<file path="config.mk">
export PLATFORM = sky130hd
export DESIGN_NAME = stream_fifo_q2
export DESIGN_NICKNAME = d
export VERILOG_FILES = /design/src/rtl/stream_fifo_pkg.sv /design/src/rtl/stream_fifo_ptr.sv /design/src/rtl/stream_fifo_q2.sv
export SDC_FILE = /design/constraint.sdc
export NUM_CORES = 1
export LEC_CHECK = 0
export BUFFER_PORTS_ARGS = -buffer_cell sky130_fd_sc_hd__buf_2
export CAP_MARGIN = 20
export CORE_ASPECT_RATIO = 2
export CORE_MARGIN = 3
export CORE_UTILIZATION = 35
export DETAILED_ROUTE_END_ITERATION = 8
export SLEW_MARGIN = 40
export SYNTH_ARGS = -nofsm -noshare
export SYNTH_HDL_FRONTEND = slang
export SYNTH_SLANG_ARGS = --single-unit
</file>
<file path="constraint.sdc">
create_clock -name clk -period 6.2 [get_ports clk]
set_input_delay 1.24 -clock clk [delete_from_list [all_inputs] [get_ports clk]]
set_output_delay 1.24 -clock clk [all_outputs]
set_load 0.01 [all_outputs]
</file>
<file path="src/rtl/stream_fifo_pkg.sv">
// Shared types and width helpers for the stream_fifo_q2 queue family.
package stream_fifo_pkg;

    localparam int DEF_DATA_BITS = 32;
    localparam int DEF_STRB_BITS = 4;

    typedef struct packed {
        logic [DEF_STRB_BITS-1:0] strb;
        logic [DEF_DATA_BITS-1:0] data;
        logic                     last;
    } beat_t;

    // Count must represent 0..depth inclusive, hence depth+1 states.
    function automatic int cnt_bits(input int depth);
        return $clog2(depth + 1);
    endfunction

    function automatic int ptr_bits(input int depth);
        return (depth > 1) ? $clog2(depth) : 1;
    endfunction

    // Wrap at depth-1 rather than at a power of two.
    function automatic logic [31:0] ptr_wrap(input logic [31:0] ptr, input logic [31:0] depth);
        return (ptr >= depth - 32'd1) ? 32'd0 : ptr + 32'd1;
    endfunction

endpackage

</file>
<file path="src/rtl/stream_fifo_ptr.sv">
// Wrap-around slot pointer for stream_fifo_q2; sync clear, async reset to 0.
module stream_fifo_ptr
    import stream_fifo_pkg::*;
#(
    parameter int p_DEPTH    = 4,
    parameter int p_PTR_BITS = ptr_bits(p_DEPTH)
) (
    input  logic                  clk,
    input  logic                  rst_n,
    input  logic                  clr,
    input  logic                  inc,
    output logic [p_PTR_BITS-1:0] ptr
);

    always_ff @(posedge clk or negedge rst_n) begin
        if (!rst_n) begin
            ptr <= '0;
        end else if (clr) begin
            ptr <= '0;
        end else if (inc) begin
            ptr <= p_PTR_BITS'(ptr_wrap(32'(ptr), 32'(p_DEPTH)));
        end
    end

endmodule

</file>
<file path="src/rtl/stream_fifo_q2.sv">
// Ready/valid stream FIFO with occupancy count, almost-full and flush.
// Define STREAM_FIFO_PKT_MODE_EN for store-and-forward packet mode.
module stream_fifo_q2
    import stream_fifo_pkg::*;
#(
    parameter int p_DATA_BITS    = 32,
    parameter int p_STRB_BITS    = 4,
    parameter int p_FIFO_DEPTH   = 4,
    parameter int p_AFULL_THRESH = 3,
    parameter int p_PIPE         = 0,
    parameter int p_FLOW         = 0
) (
    input  logic                                 clk,
    input  logic                                 rst_n,
    input  logic                                 flush,
    input  logic                                 enq_valid,
    output logic                                 enq_ready,
    input  logic [p_STRB_BITS-1:0]               enq_bits_strb,
    input  logic [p_DATA_BITS-1:0]               enq_bits_data,
    input  logic                                 enq_bits_last,
    output logic                                 deq_valid,
    input  logic                                 deq_ready,
    output logic [p_STRB_BITS-1:0]               deq_bits_strb,
    output logic [p_DATA_BITS-1:0]               deq_bits_data,
    output logic                                 deq_bits_last,
    output logic [$clog2(p_FIFO_DEPTH+1)-1:0]    count,
    output logic                                 almost_full
);

    localparam int CNT_BITS = cnt_bits(p_FIFO_DEPTH);
    localparam int PTR_BITS = ptr_bits(p_FIFO_DEPTH);
    localparam logic [CNT_BITS-1:0] DEPTH_C = CNT_BITS'(p_FIFO_DEPTH);
    localparam logic [CNT_BITS-1:0] AFULL_C = CNT_BITS'(p_AFULL_THRESH);
    localparam bit PIPE_EN = (p_PIPE != 0);
`ifdef STREAM_FIFO_PKT_MODE_EN
    localparam bit PKT_MODE = 1'b1;
`else
    localparam bit PKT_MODE = 1'b0;
`endif
    // Packet mode must see every beat in storage, so the bypass is disabled there.
    localparam bit FLOW_EN = (p_FLOW != 0) && !PKT_MODE;

    typedef struct packed {
        logic [p_STRB_BITS-1:0] strb;
        logic [p_DATA_BITS-1:0] data;
        logic                   last;
    } q_beat_t;

    q_beat_t               mem [p_FIFO_DEPTH];
    q_beat_t               enq_beat;
    q_beat_t               head_beat;
    logic [PTR_BITS-1:0]   enq_ptr;
    logic [PTR_BITS-1:0]   deq_ptr;
    logic [CNT_BITS-1:0]   count_q;
    logic [CNT_BITS-1:0]   count_nxt;
    logic                  full;
    logic                  empty;
    logic                  release_ok;
    logic                  bypass;
    logic                  pass;
    logic                  enq_fire;
    logic                  deq_fire;
    logic                  do_wr;
    logic                  do_rd;

    assign full  = (count_q == DEPTH_C);
    assign empty = (count_q == '0);

`ifdef STREAM_FIFO_PKT_MODE_EN
    logic [CNT_BITS-1:0] pkt_cnt;

    always_ff @(posedge clk or negedge rst_n) begin
        if (!rst_n) begin
            pkt_cnt <= '0;
        end else if (flush) begin
            pkt_cnt <= '0;
        end else if ((enq_fire && enq_bits_last) && !(deq_fire && deq_bits_last)) begin
            pkt_cnt <= pkt_cnt + 1'b1;
        end else if (!(enq_fire && enq_bits_last) && (deq_fire && deq_bits_last)) begin
            pkt_cnt <= pkt_cnt - 1'b1;
        end
    end

    // Full with no complete packet would deadlock; let the oversize packet drain.
    assign release_ok = (pkt_cnt != '0) || full;
`else
    assign release_ok = 1'b1;
`endif

    assign enq_beat  = {enq_bits_strb, enq_bits_data, enq_bits_last};
    assign bypass    = FLOW_EN && empty && enq_valid && !flush;
    assign head_beat = bypass ? enq_beat : mem[deq_ptr];

    assign enq_ready = (!full || (PIPE_EN && deq_ready)) && !flush;
    assign deq_valid = !flush && ((!empty && release_ok) || bypass);

    assign deq_bits_strb = head_beat.strb;
    assign deq_bits_data = head_beat.data;
    assign deq_bits_last = head_beat.last;

    assign enq_fire = enq_valid && enq_ready;
    assign deq_fire = deq_valid && deq_ready;
    assign pass     = bypass && deq_ready;
    assign do_wr    = enq_fire && !pass;
    assign do_rd    = deq_fire && !pass;

    assign count_nxt = flush ? '0 : (count_q + CNT_BITS'(do_wr) - CNT_BITS'(do_rd));

    always_ff @(posedge clk or negedge rst_n) begin
        if (!rst_n) begin
            count_q     <= '0;
            almost_full <= 1'b0;
        end else begin
            count_q     <= count_nxt;
            almost_full <= (count_nxt >= AFULL_C);
        end
    end

    always_ff @(posedge clk or negedge rst_n) begin
        if (!rst_n) begin
            for (int i = 0; i < p_FIFO_DEPTH; i++) begin
                mem[i] <= '0;
            end
        end else if (do_wr) begin
            mem[enq_ptr] <= enq_beat;
        end
    end

    assign count = count_q;

    stream_fifo_ptr #(
        .p_DEPTH    (p_FIFO_DEPTH),
        .p_PTR_BITS (PTR_BITS)
    ) u_enq_ptr (
        .clk   (clk),
        .rst_n (rst_n),
        .clr   (flush),
        .inc   (do_wr),
        .ptr   (enq_ptr)
    );

    stream_fifo_ptr #(
        .p_DEPTH    (p_FIFO_DEPTH),
        .p_PTR_BITS (PTR_BITS)
    ) u_deq_ptr (
        .clk   (clk),
        .rst_n (rst_n),
        .clr   (flush),
        .inc   (do_rd),
        .ptr   (deq_ptr)
    );

endmodule

</file>
==> impl_metrics.env <==
export IMPL_outcome="completed"
export IMPL_fmax_mhz=265
export IMPL_pwr_share_clk_pct=22.6
export IMPL_cts_resized=0
export IMPL_track_usage_pct=15.0
export IMPL_worst_slew_pin_slew_ns=0.832
export IMPL_ios=85
export IMPL_fin_tns_setup_ns=0
export IMPL_core_area_um2=21000
export IMPL_drt_first_pass_iters=7
export IMPL_grtUsageMet1_pct=17.5
export IMPL_die_area_um2=23400
export IMPL_cts_buffers=17
export IMPL_ys_ff_latch=156
export IMPL_vias=3820
export IMPL_drt_wl_total_um=16000
export IMPL_ys_warn_count=0
export IMPL_r2r_start="count[1]"
export IMPL_drc=0
export IMPL_switching_power_mw=1.22
export IMPL_cts_sinks=156
export IMPL_fin_worst_skew_ns=0.00602
export IMPL_fp_dieH_um=213
export IMPL_setup_viol=0
export IMPL_area_growth_syn_to_layout_pct=14.8
export IMPL_drv_slew=0
export IMPL_postCtsSetupRepairBufs=0
export IMPL_peakVddDrop_mv=0.222
export IMPL_powerDensity_nw_per_um2=494
export IMPL_antenna_left=0
export IMPL_p_int_mw=3.04
export IMPL_p_total_mw=4.26
export IMPL_path_class="reg -> out"
export IMPL_final_cells=772
export IMPL_wl_per_cell_um=20.8
export IMPL_gp_routability_congestion=0.741
export IMPL_insertion_delay_ns=0.42
export IMPL_cts_root_buffer="clkbuf_16"
export IMPL_final_net_count=541
export IMPL_drt_iter0_drc=186
export IMPL_gr_total_overflow=0
export IMPL_post_place_cells=741
export IMPL_synth_area_um2=7520
export IMPL_start_util_pct=35.8
export IMPL_hpwl_um=9930
export IMPL_p_sw_share_pct=28.6
export IMPL_h_tree_depth=4
export IMPL_layout_commonest_cell="dfrtp_1"
export IMPL_die_w_um=110
export IMPL_vias_per_cell=4.95
export IMPL_finalCriticalPeriod_ns=3.78
export IMPL_cts_tree="done"
export IMPL_synth_nets=455
export IMPL_maxCapViolCount=0
export IMPL_hold_slack_ns=0.504
export IMPL_antenna_found_initial=1
export IMPL_synthCells=405
export IMPL_met3_usage_pct=3.75
export IMPL_leakagePower_nw=3.90
export IMPL_busiest_layer="met2"
export IMPL_rows=75
export IMPL_ys_seq_area_share_pct=51.9
export IMPL_hold_viol=0
export IMPL_cts_buffer_depth=2
export IMPL_end_kind="output pin"
export IMPL_relSlewSlack_pct=44.6
export IMPL_layout_common_cells="dfrtp_1, mux2_4, buf_2"
export IMPL_grt_pass1_vias=4566
export IMPL_crit_start="u_deq_ptr.ptr[0]"
export IMPL_io_buffers=84
export IMPL_crit_fanout=21
export IMPL_syn_avg_cell_area_um2=18.6
export IMPL_grt_start_max_net_pins=57
export IMPL_cts_hold_buffers=0
export IMPL_drive_gt1_share_pct=62.9
export IMPL_synth_distinct_cells=21
export IMPL_hp_start="mem[43]"
export IMPL_crit_arrival_ns=2.54
export IMPL_finalCritPeriodShare_pct=60.9
export IMPL_rsz0062_at_grt="no"
export IMPL_critPathLaunchType="flip-flop"
export IMPL_combPwrFrac_pct=36.2
export IMPL_critical_path_required_ns=4.96
export IMPL_clkTransAtPathRegs_ns=0.06
export IMPL_power_share_sequential_pct=41.2
export IMPL_grt_pass1_wl_um=25900
export IMPL_min_path_type="reg -> reg"
export IMPL_use_met2_pct=26.4
per-layer routing:
layer	vias to the layer above	routed length, µm
met5	-	0
met4	0	261
met3	14	490
met2	67	8990
met1	2083	6300
li1	1656	-
final timing paths:
kind / endpoint / slack [ns] / cells after the start
min in group asynchronous: mem[55] / 0.67 / 1
hold / removal: mem[43] / 0.50 / 1
max in group asynchronous: u_deq_ptr.ptr[1] / 4.44 / 2
hold reg to reg: mem[43] / 0.50 / 1
setup reg to reg: almost_full / 3.32 / 10
setup / recovery: deq_bits_last / 2.42 / 3
cells by family (layout without fill, tap and decap cells):
family	Yosys count	in the layout	share of synthesized area [%]
xor gates and xnor gates	1	1	0.366
and+or+nand+nor	19	19	1.65
other	0	1	0
buffers and inverters	31	128	4.66
muxes	189	189	39.9
AOI/OAI and AO/OA	1	1	0.0999
adders and majority gates	8	8	1.43
DFF	156	156	51.9
cells in the mapped netlist:
master    number  area (µm²)
buf_1          2        7.51
ha_1           7        87.6
nor3b_2        1        12.5
nor3b_1        2        15.0
nor2b_1        4        25.0
mux4_2        37         833
a21o_1         1        7.51
buf_4          1        7.51
buf_12        12         240
mux2_2        32         360
dfrtp_1      156        3900
buf_6          4        45.0
mux2_4       120        1800
nor3_1         1        5.00
inv_1          6        22.5
xor3_4         1        27.5
clkbuf_1       2        7.51
nor4bb_1       4        40.0
fa_1           1        20.0
buf_2          4        20.0
nor2_1         7        26.3
critical path: stages (launching register included):
cell,delay (ns)
dfrtp_2,0.80
buf_4,0.54
mux4_2,0.59
buf_2,0.16
sequential cells by signal, indices dropped and copies added, names as in the netlist:
signal         cells
almost_full        1
count              3
mem              148
u_deq_ptr.ptr      2
u_enq_ptr.ptr      2
power by group through the flow:
stage / sequential, mW / clock [mW] / combinational, mW
5_1_grt: 1.82 / 1.04 / 1.66
2_1_floorplan: 1.64 / 0 / 1.23
4_1_cts: 1.77 / 1.00 / 1.58
6_report: 1.76 / 0.963 / 1.54
3_3_place_gp: 1.73 / 0 / 1.53
3_5_place_dp: 1.78 / 0 / 1.57
final cells by class:
cell class                      count  area, µm²
Antenna cell                        1       2.50
Sequential cell                   156       3910
Inverter                            6       22.5
Timing Repair Buffer               92        499
Clock buffer                       22        464
Fill cell                        1949      12400
Tap cell                          269        337
Multi-Input combinational cell    218       3320
Clock inverter                      8       70.1
stage by stage:
step | setup slack [ns] | cell area, µm² | utilization (%)
5_1_grt | 2.20 | 8630 | 41.0
2_1_floorplan | 2.80 | 7520 | -
4_1_cts | 2.25 | 8620 | 41.0
6_report | 2.42 | 8630 | 41.0
3_5_place_dp | 2.57 | 8090 | 38.5
3_3_place_gp | 2.61 | 8070 | 38.4
Note: power is estimated with default switching activity, not from simulation.
